==> src/rtl/stopwatch_pkg.sv <==
// Shared constants and types for the stopwatch core: FSM encoding, BCD field
// limits and the display word width.
package stopwatch_pkg;

    localparam logic [1:0] IDLE  = 2'd0;
    localparam logic [1:0] RUN   = 2'd1;
    localparam logic [1:0] PAUSE = 2'd2;
    localparam logic [1:0] LAP   = 2'd3;

    localparam int HUN_MOD  = 100;
    localparam int SEC_MOD  = 60;
    localparam int MIN_MOD  = 60;
    localparam int DIGITS_W = 24;

    localparam logic [3:0] LAP_COUNT_MAX = 4'd15;

    // One two-digit BCD field, tens in the upper nibble.
    typedef struct packed {
        logic [3:0] tens;
        logic [3:0] units;
    } bcd2_t;

    function automatic logic [3:0] sat_inc4(input logic [3:0] v);
        return (v == LAP_COUNT_MAX) ? v : v + 4'd1;
    endfunction

endpackage

==> src/rtl/bcd_mod_counter.sv <==
// Two-digit BCD counter that wraps at MOD-1; carry is combinational so the
// next stage advances on the same edge as this one wraps.
module bcd_mod_counter #(
    parameter int MOD = 60
) (
    input  logic       clk,
    input  logic       rst,
    input  logic       en,
    input  logic       clr,
    output logic [3:0] tens,
    output logic [3:0] units,
    output logic       carry
);

    localparam logic [3:0] TENS_MAX  = 4'((MOD - 1) / 10);
    localparam logic [3:0] UNITS_MAX = 4'((MOD - 1) % 10);

    logic [3:0] tens_q;
    logic [3:0] units_q;
    logic       at_max;

    assign at_max = (tens_q == TENS_MAX) && (units_q == UNITS_MAX);
    assign carry  = en && at_max;
    assign tens   = tens_q;
    assign units  = units_q;

    // NOTE: sequential state uses non-blocking assignments so every flop samples pre-edge values.
    always_ff @(posedge clk or negedge rst) begin
        if (!rst) begin
            tens_q  <= 4'd0;
            units_q <= 4'd0;
        end else if (clr) begin
            tens_q  <= 4'd0;
            units_q <= 4'd0;
        end else if (en) begin
            if (at_max) begin
                tens_q  <= 4'd0;
                units_q <= 4'd0;
            end else if (units_q == 4'd9) begin
                tens_q  <= tens_q + 4'd1;
                units_q <= 4'd0;
            end else begin
                units_q <= units_q + 4'd1;
            end
        end
    end

endmodule

==> src/rtl/stopwatch_core.sv <==
// Stopwatch timekeeping core: 100 Hz prescaler, MM:SS.hh BCD chain and
// start/stop/lap/reset FSM. Optional lap counter under STOPWATCH_LAP_COUNT_EN.
module stopwatch_core
    import stopwatch_pkg::*;
#(
    parameter int BOARD_CLOCK_FREQUENCY_IN_HZ = 100_000_000,
    parameter int TICK_HZ                     = 100
) (
    input  logic                clk,
    input  logic                rst,
    input  logic                btn_start_stop,
    input  logic                btn_lap_reset,
    input  logic                blink,
    output logic [DIGITS_W-1:0] digits,
    output logic                display_en,
    output logic                running,
`ifdef STOPWATCH_LAP_COUNT_EN
    output logic [3:0]          lap_count,
`endif
    output logic                overflow
);

    localparam int DIV     = BOARD_CLOCK_FREQUENCY_IN_HZ / TICK_HZ;
    localparam int PRESC_W = (DIV > 2) ? $clog2(DIV) : 1;
    localparam logic [PRESC_W-1:0] PRESC_LAST = PRESC_W'(DIV - 1);

    if (DIV < 2 || DIV * TICK_HZ != BOARD_CLOCK_FREQUENCY_IN_HZ) begin : g_bad_div
        $error("stopwatch_core: clock/tick ratio must be an integer >= 2");
    end

    logic [1:0]          state;
    logic [1:0]          state_nxt;
    logic [PRESC_W-1:0]  prescaler;
    logic                counting;
    logic                tick;
    logic                go_idle;
    logic                lap_capture;
    logic                hun_carry;
    logic                sec_carry;
    logic                wrap;
    bcd2_t               hun;
    bcd2_t               sec;
    bcd2_t               mins;
    logic [DIGITS_W-1:0] live;
    logic [DIGITS_W-1:0] lap_q;
    logic                overflow_q;

    assign counting    = (state == RUN) || (state == LAP);
    assign tick        = counting && (prescaler == PRESC_LAST);
    // start_stop has priority, so lap_reset only acts when it arrives alone.
    assign go_idle     = (state == PAUSE) && !btn_start_stop && btn_lap_reset;
    assign lap_capture = (state == RUN) && !btn_start_stop && btn_lap_reset;

    // NOTE: every path assigns state_nxt first, so no latch is inferred.
    always_comb begin
        state_nxt = state;
        case (state)
            IDLE:    if (btn_start_stop) state_nxt = RUN;
            RUN:     if (btn_start_stop) state_nxt = PAUSE;
                     else if (btn_lap_reset) state_nxt = LAP;
            LAP:     if (btn_start_stop) state_nxt = PAUSE;
                     else if (btn_lap_reset) state_nxt = RUN;
            PAUSE:   if (btn_start_stop) state_nxt = RUN;
                     else if (btn_lap_reset) state_nxt = IDLE;
            default: state_nxt = IDLE;
        endcase
    end

    always_ff @(posedge clk or negedge rst) begin
        if (!rst) state <= IDLE;
        else      state <= state_nxt;
    end

    // Held in PAUSE so a resumed run keeps its sub-tick phase.
    always_ff @(posedge clk or negedge rst) begin
        if (!rst)                           prescaler <= '0;
        else if (go_idle || state == IDLE)  prescaler <= '0;
        else if (tick)                      prescaler <= '0;
        else if (counting)                  prescaler <= prescaler + PRESC_W'(1);
    end

    bcd_mod_counter #(.MOD(HUN_MOD)) u_hun (
        .clk   (clk),
        .rst   (rst),
        .en    (tick),
        .clr   (go_idle),
        .tens  (hun.tens),
        .units (hun.units),
        .carry (hun_carry)
    );

    bcd_mod_counter #(.MOD(SEC_MOD)) u_sec (
        .clk   (clk),
        .rst   (rst),
        .en    (hun_carry),
        .clr   (go_idle),
        .tens  (sec.tens),
        .units (sec.units),
        .carry (sec_carry)
    );

    bcd_mod_counter #(.MOD(MIN_MOD)) u_min (
        .clk   (clk),
        .rst   (rst),
        .en    (sec_carry),
        .clr   (go_idle),
        .tens  (mins.tens),
        .units (mins.units),
        .carry (wrap)
    );

    assign live = {mins, sec, hun};

    // NOTE: the lap latch is ordinary flops, not a RAM, so it is reset with the rest of the state.
    always_ff @(posedge clk or negedge rst) begin
        if (!rst)             lap_q <= '0;
        else if (lap_capture) lap_q <= live;
    end

    always_ff @(posedge clk or negedge rst) begin
        if (!rst)         overflow_q <= 1'b0;
        else if (go_idle) overflow_q <= 1'b0;
        else if (wrap)    overflow_q <= 1'b1;
    end

`ifdef STOPWATCH_LAP_COUNT_EN
    logic [3:0] lap_count_q;

    always_ff @(posedge clk or negedge rst) begin
        if (!rst)             lap_count_q <= 4'd0;
        else if (go_idle)     lap_count_q <= 4'd0;
        else if (lap_capture) lap_count_q <= sat_inc4(lap_count_q);
    end

    assign lap_count = lap_count_q;
`endif

    assign digits     = (state == LAP) ? lap_q : live;
    assign display_en = (state == PAUSE) ? blink : 1'b1;
    assign running    = counting;
    assign overflow   = overflow_q;

endmodule

==> config.mk <==
export PLATFORM = sky130hd
export DESIGN_NAME = stopwatch_core
export DESIGN_NICKNAME = d
export VERILOG_FILES = /design/src/rtl/stopwatch_pkg.sv /design/src/rtl/bcd_mod_counter.sv /design/src/rtl/stopwatch_core.sv
export SDC_FILE = /design/constraint.sdc
export NUM_CORES = 1
export LEC_CHECK = 0
export CORE_ASPECT_RATIO = 1.4
export CORE_MARGIN = 3
export CORE_UTILIZATION = 45
export DETAILED_ROUTE_END_ITERATION = 8
export SYNTH_ARGS = -nofsm -noshare
export SYNTH_HDL_FRONTEND = slang
export SYNTH_HIERARCHICAL = 1
export SYNTH_SLANG_ARGS = --single-unit
==> constraint.sdc <==
create_clock -name clk -period 7.45 [get_ports clk]
set_input_delay 1.49 -clock clk [delete_from_list [all_inputs] [get_ports clk]]
set_output_delay 1.49 -clock clk [all_outputs]
set_load 0.05 [all_outputs]
* Word level (Yosys, flattened, before mapping)
Cells that the tools add are included.
Operators by class: add/sub/neg operators 7, equal/unequal tests 14, mux-type cells 39, reduce and logical (&&, ||, !) cells 27
Operators by type and width (count):
- $mux 4 | 24
- $mux 20 | 3
- $add 4x1->4 const B | 6
- $mux 24 | 1
- $add 20x1->20 const B | 1
- $eq 20x20->1 const B | 1
- $eq 4x4->1 const B | 4
- $mux 2 | 7
- $reduce_bool 3->1 | 4
- $logic_and 1x1->1 | 11
- $ne 3x3->1 const B | 3
- $eq 4x3->1 const B | 2
- $pmux 2 s4 | 1
- $reduce_bool 2->1 | 4
- $reduce_and 2->1 | 3
- $eq 2x2->1 const B | 2
- $reduce_and 4->1 | 1
- $mux 1 | 3
- $eq 2x1->1 const B | 1
- $logic_not 2->1 | 1
- $logic_or 1x1->1 | 2
- $ne 2x2->1 const B | 1
- $logic_not 1->1 | 1
Word-level totals: register bits after elaboration 71, input port bits 5, output and inout port bits 27, logic and storage cells 97

* Depth between registers and ports, before layout
Gate-level depths: netlist of the first run.
word-level depth 8, depth in mapped cells 13, gate-level depth less buffers 13

* Hierarchy
Netlist of the first run, hierarchy kept.
By module, submodules not included:
- stopwatch_core | instances 1, cells an instance 223, area each 2502.4 um^2, sequential area each 1176.1 um^2
- bcd_mod_counter (u_min ...) | instances 2, cells an instance 46, area each 470.5 um^2, sequential area each 200.2 um^2
- bcd_mod_counter (u_hun) | instances 1, cells an instance 51, area each 493.0 um^2, sequential area each 200.2 um^2

* Worst setup path before layout of the first run
OpenSTA, ideal clock, no wires.
kind in2out, start input blink, end output display_en, arrival time 1.900 ns, required time 5.960 ns, slack 4.060 ns, stages 1, buffers on the path 0, path through or2_2
Between the ends: cells in the longest elaborated chain, start to end 1
RTL lines:
- start, declared | line stopwatch_core.sv:13 | input logic blink,
- $mux 1 | line stopwatch_core.sv:139 | assign display_en = (state == PAUSE) ? blink : 1'b1;
- end, declared | line stopwatch_core.sv:15 | output logic display_en,
Every way passes these cells.

* Worst setup path after layout of the first run
Same ends and word-level chain as after synthesis.

==> reports/metrics.cfg, run 1 <==
[die]
die_w_um=85.05
coreArea_mm2=0.008344
initial_core_util=0.4717
die-area_mm2=0.009921
ios=32
fp.dieH_um=116.7
rows=39

[clock_tree]
htreeDepth=3
cts_hold_buf=0
cts_resized=0
post-cts-setup-buffers=0
cts.sinks=71
insertion_delay_ns=0.33
cts_buffers=9
clk_pin_slew_worst_paths_ns=0.05
ctsLongestPathBuffers=2
cts_tree=built
clockRootBuffer=clkbuf_16

[global_route]
grt_pass1_vias=2843
met2_usage=0.3013
grt_pass1_wl_um=13490
antenna_found_initial=0
grt_busiest_layer=met2
overflow=0
grt_max_degree=72
grt_usage=0.1714
gr-usage-met3=0.03811
use_met1=0.2031

[place]
io_buffers=31
placed_area_mm2=0.004314
gp_congestion=0.8397
dp_hpwl_um=5300
dp.cells=488

[power_and_ir_drop]
combPwrFrac=0.439
cellInternalPower_uw=1161
clockPowerShare=0.220
switchingPower_uw=834.3
peakVddDrop_mv=0.2292
switching_share=0.4181
power_uw=1996
pwr-share-seq=0.341
p_leak_uw=0.002101
powerDensity_mw_per_mm2=431.5

[logic_synthesis]
yosys_warnings=6
yosysUniqueCellTypes=62
ys_ff_latch=71
synth.area.top_cells=dfrtp_1, mux2_2, ha_1
synth-seq-area-share=0.4514
synth_largest_area_cell=dfrtp_1
synth_area_mm2=0.003936
synthCells=366
synth-edff-count=0
syn_area_per_cell_um2=10.75
synthFlopType=dfrtp_1
synth_nets=384
synth-async-reset-ratio=1.000
synth_top_area_frac=0.4514

[detailed_routing]
drc=0
vias=2839
wl_um=7908
avgRoutedWirePerCell_um=15.69
via_per_inst=5.633
drt_iter0_markers=117
ant_nets=0
drt_pass1_iterations=4

[critical_path]
critPathCaptureType=primary output
worst-setup-path-type=primary input to primary output
worst_ep_required_time_ns=5.96
reg2regPathDepth=13
crit_cells=3
path_delay_family=buffers and inverters
worstPathCellList=clkdlybuf4s50_1 -> or2_2 -> clkdlybuf4s50_1
path_max_fanout=1
worstSetupStartpointType=primary input
crit_arrival_ns=2.87
cp_slowest_cell=clkdlybuf4s50_1
path_common_cell=clkdlybuf4s50_1
critPathMaxStageDelay_ns=0.70
critPathBufInv=2

[sta]
finClkSkew_ns=0.006644
period_minus_slack_ns=4.359
hold_viol=0
period_share=0.5852
rsz0062_at_grt=no
slew_headroom=0.2679
tns_ns=0
final_max_slew_viol_count=0
setup_viol=0
max_freq_ghz=0.2294
tightest_slew_ns=1.095

[final_layout]
syn_to_final_growth_pct=17.48
diodes=0
final_layout_size_suffix_gt1_frac=0.2040
fin_cells=504
final_core_util=0.5542
stdcell_area_mm2=0.004624
fillCellCount=736
final_nets=415

[flow_run]
drv_cap=0

[worst_hold_path]
hold_depth=1
hp-class=flip-flop to flip-flop

[run_status]
run_status=completed

-- cells in the mapped netlist (4+ instances only) --
| cell type | count |
|---|---|
| buf_2 | 6 |
| ha_1 | 13 |
| nand2b_1 | 4 |
| nand2_1 | 25 |
| nand4_1 | 4 |
| nor3_1 | 7 |
| a31oi_1 | 9 |
| xor2_1 | 9 |
| dfrtp_1 | 71 |
| nor2_1 | 23 |
| o21ai_0 | 11 |
| inv_1 | 15 |
| mux2_2 | 45 |
| nor3_2 | 4 |
| and3_1 | 8 |
| a21oi_1 | 26 |
| nand3_1 | 15 |
-- routing by layer --
metal	vias to the layer above	wire (µm)
met5	-	0
met4	0	172
met3	12	204
met2	38	4053
met1	1393	3478
li1	1396	-
-- through the flow --
stage	setup WS [ns]	hold slack, ns
2_1_floorplan	4.060	0.4525
3_3_place_gp	3.091	0.4653
3_5_place_dp	3.084	0.4708
4_1_cts	3.081	0.4833
5_1_grt	2.845	0.5102
6_report	3.091	0.4809
-- state kept, by name, summed over array words and instances (netlist names) --
name,count
u_min/units,4
u_sec/tens,4
prescaler,20
state,2
overflow,1
u_min/tens,4
u_sec/units,4
u_hun/units,4
lap_q,24
u_hun/tens,4
-- final timing paths --
path | from | to | slack [ns]
setup / recovery | blink | display_en | 3.09
hold / removal | lap_q[12]$_DFFE_PN0P_ | lap_q[12]$_DFFE_PN0P_ | 0.48
setup reg to reg | prescaler[0]$_DFFE_PN0P_ | u_min/tens[3]$_DFFE_PN0P_ | 3.34
hold reg to reg | lap_q[12]$_DFFE_PN0P_ | lap_q[12]$_DFFE_PN0P_ | 0.48
max in group asynchronous | rst | u_sec/tens[1]$_DFFE_PN0P_ | 5.48
min in group asynchronous | rst | lap_q[4]$_DFFE_PN0P_ | 1.37
-- placed cells by master, fill, tap and decap left out, drive strengths merged, types with 8 or more instances in the layout --
master	count
nand3	16
clkdlybuf4s50	30
xor2	9
mux2	48
nor3	11
and3	8
a31oi	9
clkbuf	13
ha	13
o21ai	13
nor2	23
dfrtp	71
nand2	25
a21oi	26
inv	16
-- cell type report --
class	count	area (µm²)	share of cell area
multi-input cells	265	2022	0.4372
flip-flops and latches	71	1777	0.3842
repair buffers	34	327.8	0.07089
clock buffers	13	270.3	0.05844
well taps	102	127.6	0.02760
inverters	16	60.06	0.01299
clock inverters	3	40.04	0.008658
-- logic make-up (layout without fill, tap and decap cells) --
kind of cell | Yosys count | after routing | share of synthesized area
adders and majority gates | 13 | 13 | 0.04132
buffers and inverters | 30 | 66 | 0.03719
AOI/OAI and AO/OA | 70 | 70 | 0.1163
xor gates and xnor gates | 10 | 10 | 0.02225
DFF | 71 | 71 | 0.4514
and+or+nand+nor | 121 | 121 | 0.1866
muxes | 51 | 51 | 0.1449
-- power groups by stage --
| stage | registers, µW | logic, µW | clock network, µW |
|---|---|---|---|
| global placement | 680 | 869 | 0 |
| finish | 681 | 876 | 439 |
| floorplan | 645 | 669 | 0 |
| CTS | 681 | 885 | 449 |
| detailed placement | 687 | 881 | 0 |
| global route | 707 | 943 | 471 |
Note: power is estimated with default switching activity, not from simulation.
==> run 2: changes to the inputs <==
PLACE_DENSITY = 0.67   (was not set)
clock period = 3.5 ns   (was 7.45 ns; I/O delays follow)
==> reports/metrics.cfg, run 2 (synthesized netlist as in run 1, its figures left out) <==
[run_status]
run_status=completed

[global_route]
grt_pass1_vias=2938  ; +3.3%
grt_usage=0.1725  ; +0.001146
overflow=0  ; unchanged
antenna_found_initial=0  ; unchanged
grt_max_degree=72  ; unchanged
grt_pass1_wl_um=13590  ; +0.72%

[sta]
tns_ns=0  ; unchanged
period_minus_slack_ns=3.059
slew_headroom=0.4103  ; +0.1424
rsz0062_at_grt=no
final_max_slew_viol_count=0  ; unchanged
finClkSkew_ns=0.007879  ; +0.001235 ns
setup_viol=0  ; unchanged
tightest_slew_ns=0.8845  ; -0.2110 ns
hold_viol=0  ; unchanged
max_freq_ghz=0.3269
period_share=0.8740

[detailed_routing]
wl_met1_um=3334  ; -4.1%
drt_iter0_markers=157  ; +34%
highest_layer=met4
via_per_inst=5.609  ; -0.42%
vias=2855  ; +0.56%
wl_um=7709  ; -2.5%
drc=0  ; unchanged
dr_wl_met2_um=3946  ; -2.6%
drt_pass1_iterations=4  ; unchanged
ant_nets=0  ; unchanged
avgRoutedWirePerCell_um=15.15  ; -3.5%
routed-wl-met3_um=212  ; +3.9%

[die]
rows=39  ; unchanged
coreArea_mm2=0.008344  ; unchanged
die_w_um=85.05  ; unchanged
ios=32  ; unchanged
die-area_mm2=0.009921  ; unchanged
fp.dieH_um=116.7  ; unchanged
initial_core_util=0.4717  ; unchanged

[critical_path]
worst-setup-path-type=flip-flop to flip-flop
cp_slowest_cell=dfrtp_1
critPathBufInv=2  ; unchanged
path_delay_family=simple AND/OR/NAND/NOR gates
worstSetupStartpointType=flip-flop
worst_ep_required_time_ns=3.73  ; -2.23 ns
worstPathCellList=ha_1 -> nand3_1 -> nor2_1 -> and3_1 -> and3_1 -> inv_1 -> nor4_1 -> inv_1 -> nor2_2 -> nand4b_4 -> nand2_1 -> nand2_1 -> o41ai_2
critPathCaptureType=flip-flop
r2r_slack_ns=0.44  ; -2.90 ns
crit_arrival_ns=3.29  ; +0.42 ns
critPathMaxStageDelay_ns=0.39  ; -0.31 ns
path_max_fanout=5  ; +4

[final_layout]
regMostFlops=lap_q
final_layout_size_suffix_gt1_frac=0.2162  ; +0.01224
diodes=0  ; unchanged
layout_commonest_cell=dfrtp_1
final_nets=421  ; +1.4%
reg_top3=lap_q: 24 flops, prescaler: 20 flops
syn_to_final_growth_pct=18.75
final_cell_mix=dfrtp_1, mux2_2, clkdlybuf4s50_1, a21oi_1, nand2_1
largest_register_ffs=24  ; unchanged
fin_cells=509  ; +0.99%
fillCellCount=708  ; -3.8%

[power_and_ir_drop]
powerDensity_mw_per_mm2=918.4  ; +110%
peakVddDrop_mv=0.5167  ; +130%
p_leak_uw=0.002131  ; +1.5%

[clock_tree]
cts_hold_buf=0  ; unchanged
cts_resized=0  ; unchanged
clockRootBuffer=clkbuf_16
htreeDepth=3  ; unchanged
cts.sinks=71  ; unchanged
insertion_delay_ns=0.33  ; about the same
clk_pin_slew_worst_paths_ns=0.06  ; about the same
post-cts-setup-buffers=0  ; unchanged
ctsLongestPathBuffers=2  ; unchanged
cts_tree=built
cts_buffers=9  ; unchanged

[place]
dp_hpwl_um=5342  ; +0.78%
dp.cells=494  ; +1.2%
gp_congestion=0.8963  ; +6.7%
io_buffers=31  ; unchanged

[worst_hold_path]
hp-class=flip-flop to flip-flop

[flow_run]
drv_cap=0  ; unchanged

## run 2: cell count changes in the layout (fill, tap and decap cells not counted)
cell / before / now
buf_4: 3 / 9
clkbuf_8: 3 / 1
bufinv_16: 1 / 2
nor2_1: 22 / 21
nor2_2: 1 / 2
## run 2: final timing paths
check / start / depth (start not counted) / endpoint
max: prescaler[0]$_DFFE_PN0P_ / 13 / u_min/tens[3]$_DFFE_PN0P_
min: lap_q[12]$_DFFE_PN0P_ / 1 / lap_q[12]$_DFFE_PN0P_
max reg2reg: prescaler[0]$_DFFE_PN0P_ / 13 / u_min/tens[3]$_DFFE_PN0P_
min reg2reg: lap_q[12]$_DFFE_PN0P_ / 1 / lap_q[12]$_DFFE_PN0P_
max in group asynchronous: rst / 2 / lap_q[18]$_DFFE_PN0P_
min in group asynchronous: rst / 2 / lap_q[4]$_DFFE_PN0P_
## run 2: layout make-up
type	instances	area, µm²	area share
tap	102	127.6	0.02730
multi-input combinational	265	2024	0.4331
clock buffer	11	242.7	0.05193
timing repair buffer	40	372.9	0.07976
clock inverter	4	70.07	0.01499
inverter	16	60.06	0.01285
sequential	71	1777	0.3801
## run 2: metal layers
layer  track usage  up-vias
li1              -     1412
met1        0.2052     1391
met2        0.2988       40
met3       0.03458       12
met4       0.08131        0
met5             0        -
## run 2: stage by stage
step	hold WS [ns]	cell area [µm²]	power, µW	setup WS [ns]	util
2_1_floorplan	0.4044	3936	2797	0.1779	-
3_3_place_gp	0.4639	4359	3316	0.4983	0.5224
3_5_place_dp	0.4746	4359	3358	0.3543	0.5224
4_1_cts	0.4882	4672	4340	0.3332	0.5599
5_1_grt	0.5118	4674	4562	0.08568	0.5602
6_report	0.4810	4674	4293	0.4410	0.5602
## run 2: power by group
group / internal [µW] / switching, µW
Clock: 636 / 322
Combinational: 767 / 1110
Sequential: 1110 / 341
==> RTL edit (flow settings as in run 2) <==
Add a define of `STOPWATCH_LAP_COUNT_EN`.
--- a/src/rtl/stopwatch_core.sv
+++ b/src/rtl/stopwatch_core.sv
@@ -1,5 +1,7 @@
 // Stopwatch timekeeping core: 100 Hz prescaler, MM:SS.hh BCD chain and
 // start/stop/lap/reset FSM. Optional lap counter under STOPWATCH_LAP_COUNT_EN.
+`define STOPWATCH_LAP_COUNT_EN
+
 module stopwatch_core
     import stopwatch_pkg::*;
 #(
Behaviour (old outputs only; new: lap_count): unchanged (Yosys induction, for registers that start in step).
==> RTL edit against run 2 <==
Global-route usage is 1.2 points higher. Clock skew is 0.0025 ns lower. Largest cell class unchanged. Core utilization down 0.26 points. Non-clock buffer count is 4 higher. Wire length increased by 12%. Power is 2.4% lower. Highest routed layer unchanged. Critical path depth decreased by 9. Final cell count up 3.5%. Critical endpoint is now digits[1]. Cell area increased by 3.9%. Synthesized area is 3.8% higher. Sequential cell count up 4. Setup slack better by 0.085 ns.
==> RTL edit: results (changes against run 2) <==
{
  "outcome": {"value": "complete, no violations"},
  "r2r_setup_slack": {"value": 0.55, "unit": "ns", "change": "+0.11 ns"},
  "wire_length_of_the_first_global_routing_pass": {"value": 15200, "unit": "µm", "change": "+12%"},
  "share_of_the_yosys_chip_area_belonging_to_registers": {"value": 45.9, "unit": "%", "change": "+0.81 points"},
  "final_layout_size_suffix_gt1_share": {"value": 22.7, "unit": "%", "change": "+1.1 points"},
  "timing.rr.start": {"value": "prescaler[11]$_DFFE_PN0P_"},
  "timing.critical_path.slowest_stage_cell": {"value": "sky130_fd_sc_hd__clkdlybuf4s50_1"},
  "synth_cell_types": {"value": 54, "change": "-13%"},
  "synth_compound_area_share": {"value": 11.4, "unit": "%", "change": "-0.27 points"},
  "place.port_buffers": {"value": 35, "change": "+13%"},
  "grt_use_total": {"value": 18.5, "unit": "%", "change": "+1.2 points"},
  "timing.critical_path.from": {"value": "state[0]$_DFFE_PN0P_"},
  "max_slew.worst_pin.slew": {"value": 0.982, "unit": "ns", "change": "+0.0980 ns"},
  "grt_pass1_vias": {"value": 3139, "change": "+6.8%"},
  "reg2reg_depth": {"value": 11, "change": "-2"},
  "cpLargestDelayFamily": {"value": "buffers and inverters"},
  "finalWeightedCongestion": {"value": 0.796, "change": "-11%"},
  "dr_total_vias": {"value": 3000, "change": "+5.1%"},
  "worstSetupEndpoint": {"value": "digits[1]"},
  "min_period": {"value": 2.97, "unit": "ns", "change": "-0.0846 ns"},
  "power.ir.vdd_worst": {"value": 0.697, "unit": "mV", "change": "+35%"},
  "leakagePower": {"value": 2.21, "unit": "nW", "change": "+3.8%"},
  "place.detailed.hpwl": {"value": 5930, "unit": "µm", "change": "+11%"},
  "share_of_total_power_in_sequential_cells": {"value": 34.4, "unit": "%", "change": "+0.5 points"},
  "postSynthNetCount": {"value": 396, "change": "+3.1%"},
  "finalClockSkew": {"value": 0.00536, "unit": "ns", "change": "-0.00251 ns"},
  "synth-xor-area-share": {"value": 3.64, "unit": "%", "change": "+1.4 points"}
}
==> RTL edit: cell count changes after synthesis, sizes merged, moves of 3 or more <==
cell and delta:
a31oi -8, or4 +8, o31ai +7, and3 -6
nor3 -6, nor2 +5, xor2 +5, dfrtp +4
a41oi -3, mux2i -3, nor2b +3
==> RTL edit: area by class of cell <==
type,count,area (µm²),area share (%)
timing repair buffer,44,408,8.40
tap,105,131,2.71
inverter,14,52.6,1.08
clock buffer,11,243,5.00
sequential,75,1880,38.6
multi-input combinational,273,2090,43.1
clock inverter,5,52.6,1.08
==> RTL edit: metal layers <==
layer	vias up	global-route usage (%)	routed length (µm)
met5	-	0	0
met4	0	6.82	133
met3	12	3.77	284
met2	50	31.0	4560
met1	1489	23.2	3630
li1	1449	-	-
==> RTL edit: worst min path at each step <==
stage	to	cells after the start	slack, ns
after floorplan	lap_count[0]$_DFFE_PN0P_	0	0.40
after global placement	lap_q[12]$_DFFE_PN0P_	1	0.48
after detailed placement	overflow$_DFFE_PN0P_	2	0.48
after CTS	lap_q[21]$_DFFE_PN0P_	1	0.51
after global routing	lap_q[14]$_DFFE_PN0P_	1	0.52
final	lap_q[17]$_DFFE_PN0P_	1	0.50
==> RTL edit: stage by stage <==
step                hold slack, ns  instances  area, µm²  util, %  total power [W]
finish                       0.501        527       4860     55.8          0.00419
floorplan                    0.404        377       4090        -          0.00272
detailed placement           0.484        511       4560     52.4          0.00331
global route                 0.523        527       4860     55.8          0.00445
global placement             0.485        511       4560     52.4          0.00326
CTS                          0.508        527       4860     55.8          0.00425
==> RTL edit: logic make-up after synthesis <==
kind of cell               Yosys count
DFF                                 75
adders and majority gates           14
xor gates and xnor gates            17
muxes                               48
buffers and inverters               29
and+or+nand+nor                    125
AOI/OAI and AO/OA                   69
